File: config.mk
export PLATFORM = sky130hd
export DESIGN_NAME = seq_multiplier
export DESIGN_NICKNAME = d
export VERILOG_FILES = /design/src/rtl/seq_multiplier.sv
export SDC_FILE = /design/constraint.sdc
export NUM_CORES = 1
export LEC_CHECK = 0
export ABC_AREA = 1
export BUFFER_PORTS_ARGS = -buffer_cell sky130_fd_sc_hd__buf_2
export CAP_MARGIN = 20
export CORE_AREA = 2 2 135 71
export DETAILED_ROUTE_END_ITERATION = 10
export DIE_AREA = 0 0 137 73
export GPL_TIMING_DRIVEN = 0
export PLACE_DENSITY_LB_ADDON = 0.2
export SLEW_MARGIN = 20
export SYNTH_ARGS = -nofsm -noshare
export SYNTH_HDL_FRONTEND = slang
export SYNTH_SLANG_ARGS = --single-unit
File: constraint.sdc
create_clock -name clk -period 3.85 [get_ports clk]
set_input_delay 0.1925 -clock clk [delete_from_list [all_inputs] [get_ports clk]]
set_output_delay 0.1925 -clock clk [all_outputs]
set_load 0.01 [all_outputs]
File: src/rtl/seq_multiplier.sv
// seq_multiplier: iterative radix-2 shift-add NxN multiplier with valid/ready handshakes; define SEQ_MULT_SIGNED_EN to honour signed_mode
module seq_multiplier #(
  parameter int N = 8
) (
  input  logic           clk,
  input  logic           rst_n,
  input  logic           in_valid,
  output logic           in_ready,
  input  logic [N-1:0]   a,
  input  logic [N-1:0]   b,
  input  logic           signed_mode,
  output logic           out_valid,
  input  logic           out_ready,
  output logic [2*N-1:0] result,
  output logic           busy
);
  localparam int CW = $clog2(N) + 1;
  typedef enum logic [1:0] {IDLE, CALC, DONE} state_t;
  state_t state_q, state_d;
  logic [2*N-1:0] mcand_q, mcand_d, acc_q, acc_d, result_q, result_d, acc_sum, prod;
  logic [N-1:0] mplier_q, mplier_d, mag_a, mag_b;
  logic [CW-1:0] cnt_q, cnt_d;
  logic sign_q, sign_d, sign_in;
`ifdef SEQ_MULT_SIGNED_EN
  // -2^(N-1) negates to itself, which read as unsigned is the correct magnitude
  assign mag_a = (signed_mode && a[N-1]) ? -a : a;
  assign mag_b = (signed_mode && b[N-1]) ? -b : b;
  assign sign_in = signed_mode && (a[N-1] ^ b[N-1]);
  assign prod = sign_q ? -acc_sum : acc_sum;
`else
  logic unused_sign;
  assign unused_sign = signed_mode ^ sign_q;
  assign mag_a = a;
  assign mag_b = b;
  assign sign_in = 1'b0;
  assign prod = acc_sum;
`endif
  assign acc_sum = acc_q + (mplier_q[0] ? mcand_q : '0);
  always_comb begin
    state_d  = state_q;
    mcand_d  = mcand_q;
    mplier_d = mplier_q;
    acc_d    = acc_q;
    cnt_d    = cnt_q;
    sign_d   = sign_q;
    result_d = result_q;
    if (state_q == IDLE && in_valid) begin
      state_d  = CALC;
      mcand_d  = {{N{1'b0}}, mag_a};
      mplier_d = mag_b;
      sign_d   = sign_in;
      acc_d    = '0;
      cnt_d    = '0;
    end else if (state_q == CALC) begin
      acc_d    = acc_sum;
      mcand_d  = mcand_q << 1;
      mplier_d = mplier_q >> 1;
      cnt_d    = cnt_q + CW'(1);
      if (cnt_q == CW'(N - 1)) begin
        state_d  = DONE;
        result_d = prod;
      end
    end else if (state_q == DONE && out_ready) begin
      state_d = IDLE;
    end
  end
  always_ff @(posedge clk or negedge rst_n) begin
    if (!rst_n) begin
      state_q  <= IDLE;
      mcand_q  <= '0;
      mplier_q <= '0;
      acc_q    <= '0;
      cnt_q    <= '0;
      sign_q   <= 1'b0;
      result_q <= '0;
    end else begin
      state_q  <= state_d;
      mcand_q  <= mcand_d;
      mplier_q <= mplier_d;
      acc_q    <= acc_d;
      cnt_q    <= cnt_d;
      sign_q   <= sign_d;
      result_q <= result_d;
    end
  end
  assign in_ready  = state_q == IDLE;
  assign out_valid = state_q == DONE;
  assign busy      = state_q != IDLE;
  assign result    = result_q;
endmodule
==> impl_metrics.ini <==
[clock_tree]
cts_tree = built
ctsResizeCount = 0
cts_root_buf = clkbuf_16
cts_max_level = 3
cts_hold_buffers = 1
clock-sinks = 62
cts.path.max_buffers = 2
cts_buffers = 9
post_cts_buffers = 0
clk_pin_slew_worst_paths_ps = 50
clkLatencyLatePin_ps = 330

[layout]
stdcell_area_mm2 = 0.004139
multiInputGateArea_mm2 = 0.001559
drive_gt1_share_pct = 13.84
fill_cells = 918
layout_commonest_cell = nand2_1
area_growth_pct = 20.03
mostFrequentLayoutCells = 180 x nand2_1, 70 x inv_1, 62 x dfrtp_1
final_nets = 547
final-seq-area_mm2 = 0.001551
n_antenna_cell = 0

[placed_design]
port_buffers = 38
post-place-ws_ps = 1302
dp_hpwl_um = 6801
gp_congestion = 0.9617
placed_cell_area_mm2 = 0.003820

[timing]
max_freq_ghz = 0.3848
hold_viol = 0
holdWs_ps = 79.47
rsz0062_at_grt = no
setup_slack_ps = 1251
drv_slew = 0
setup_violations = 0
slew_headroom_pct = 61.64
post-route-min-period_ps = 2599
post-route-period-util_pct = 67.50
tightest_slew_ps = 575.3
setup_tns_ps = 0
skew_ps = 8.803

[floorplan]
die_h_um = 73
dieArea_mm2 = 0.01000
rows = 25
die_w_um = 137
ios = 40
core_mm2 = 0.009009
start_util_pct = 38.28

[worst_hold_path]
hold_depth = 3
worstHoldPathType = input port to register

[global_routing]
grt_pass1_vias = 2785
gr-usage-all-layers_pct = 19.64
grt_pass1_wl_um = 14530
grt-ovfl-total = 0
antenna_found_initial = 0
grt_max_degree = 45

[setup_path]
cp.arrival_ps = 2800
critPathKind = register to register
cp-end-kind = register
reg2reg_depth = 13
required_ps = 4060
cp_max_fo = 10
worstSetupStartpointType = register

[routing]
avgViaCountPerCell = 4.686
first_pass_iters = 4
wl_per_cell_um = 13.84
route.detailed.drc = 0
ant_nets = 0
vias = 2971
first_iter_violations = 172
postRouteWirelength_um = 8775

[run_status]
status = complete, no violations

[logic_synthesis]
yosysSeqAreaShare_pct = 44.99
syn_nets = 496
yosys_register_bits = 62
synth_cell_types = 31
yosys_warnings = 0
syn_area_mm2 = 0.003448
synth_cells = 458
avgSynthCellArea_um2 = 7.529

[power]
ir_drop_v = 0.0002070
leakagePower_nw = 2.281
power.density_mw_per_mm2 = 363.6

[flow_run]
cap_violations = 0
area by class of cell:
class / count / area share [%]
clock inverters: 3 / 1.028
flip-flops and latches: 62 / 37.48
inverters: 72 / 6.530
plain buffers: 13 / 1.632
clock buffers: 12 / 6.439
repair buffers: 40 / 5.562
multi-input cells: 311 / 37.67
well taps: 121 / 3.658
critical path, cell delays in order, from the launching register on:
cell and delay [ps]:
dfrtp_1 350, clkbuf_1 190, clkbuf_1 260, nand2_1 150, inv_1 50, ha_1 200
fa_1 400, nand2_1 80, nand2_1 70, nand3b_1 80, nand2_1 130, or2_2 310
nand3_1 130, nand2_1 60
flip-flops by register name, summed over array words and instances, names as in the netlist:
signal and cells:
acc_q 16, cnt_q 4, mcand_q 16, mplier_q 8, result 16, state_q 2
synth_stat cells, drive strengths merged:
cell / number / area, µm²
xnor2: 2 / 17.52
a32o: 2 / 20.02
o22ai: 7 / 43.79
nor3: 3 / 15.01
and2: 1 / 6.260
a22o: 1 / 8.760
or2: 5 / 31.28
nor2: 14 / 62.56
nand3b: 4 / 30.03
dfrtp: 62 / 1551
ha: 16 / 200.2
a22oi: 5 / 37.54
nand2: 181 / 681.9
o211ai: 4 / 30.03
o21ai: 17 / 85.08
a21oi: 8 / 40.04
clkbuf: 7 / 26.28
fa: 1 / 20.02
buf: 6 / 41.28
o221ai: 1 / 8.760
nand3: 32 / 160.2
xor2: 4 / 35.03
inv: 72 / 270.3
nand4: 3 / 25.02
report_power, final:
group          switching, mW  leakage (nW)  total (mW)  internal [mW]
clock                  0.277         0.151       0.825          0.548
sequential                 0         0.668       0.652          0.652
combinational         0.0165          1.46      0.0271         0.0106
kinds of logic after synthesis:
group	after synthesis	share of synthesized area [%]
AO/OA/AOI/OAI	45	7.947
XOR/XNOR	6	1.524
adder cells (fa/ha/maj)	17	6.386
buffers and inverters	85	9.797
flip-flops	62	44.99
AND/OR/NAND/NOR	243	29.35
worst paths after layout:
check / startpoint / end / slack (ps)
max: mplier_q[0] / result[6] / 1250
min: b[6] / mplier_q[6] / 80
max reg2reg: mplier_q[0] / result[6] / 1250
min reg2reg: result[7] / result[7] / 470
max in group asynchronous: rst_n / acc_q[14] / 3060
min in group asynchronous: rst_n / result[3] / 290
per-layer routing:
metal	routed length, µm	part of all wire (%)	up-vias	track usage [%]
li1	-	-	1542	-
met1	5008	57	1338	32.55
met2	3070	35	82	23.60
met3	594	6.8	9	5.347
met4	102	1.2	0	5.498
met5	0	0	-	0
through the flow:
stage / std cells / utilization, % / power (mW)
floorplan: 458 / - / 0.6638
global placement: 617 / 42.07 / 0.6868
detailed placement: 618 / 42.40 / 0.6912
CTS: 634 / 45.94 / 1.525
global route: 634 / 45.94 / 1.556
finish: 634 / 45.94 / 1.505
No activity file was read; power rests on OpenSTA's default activity.
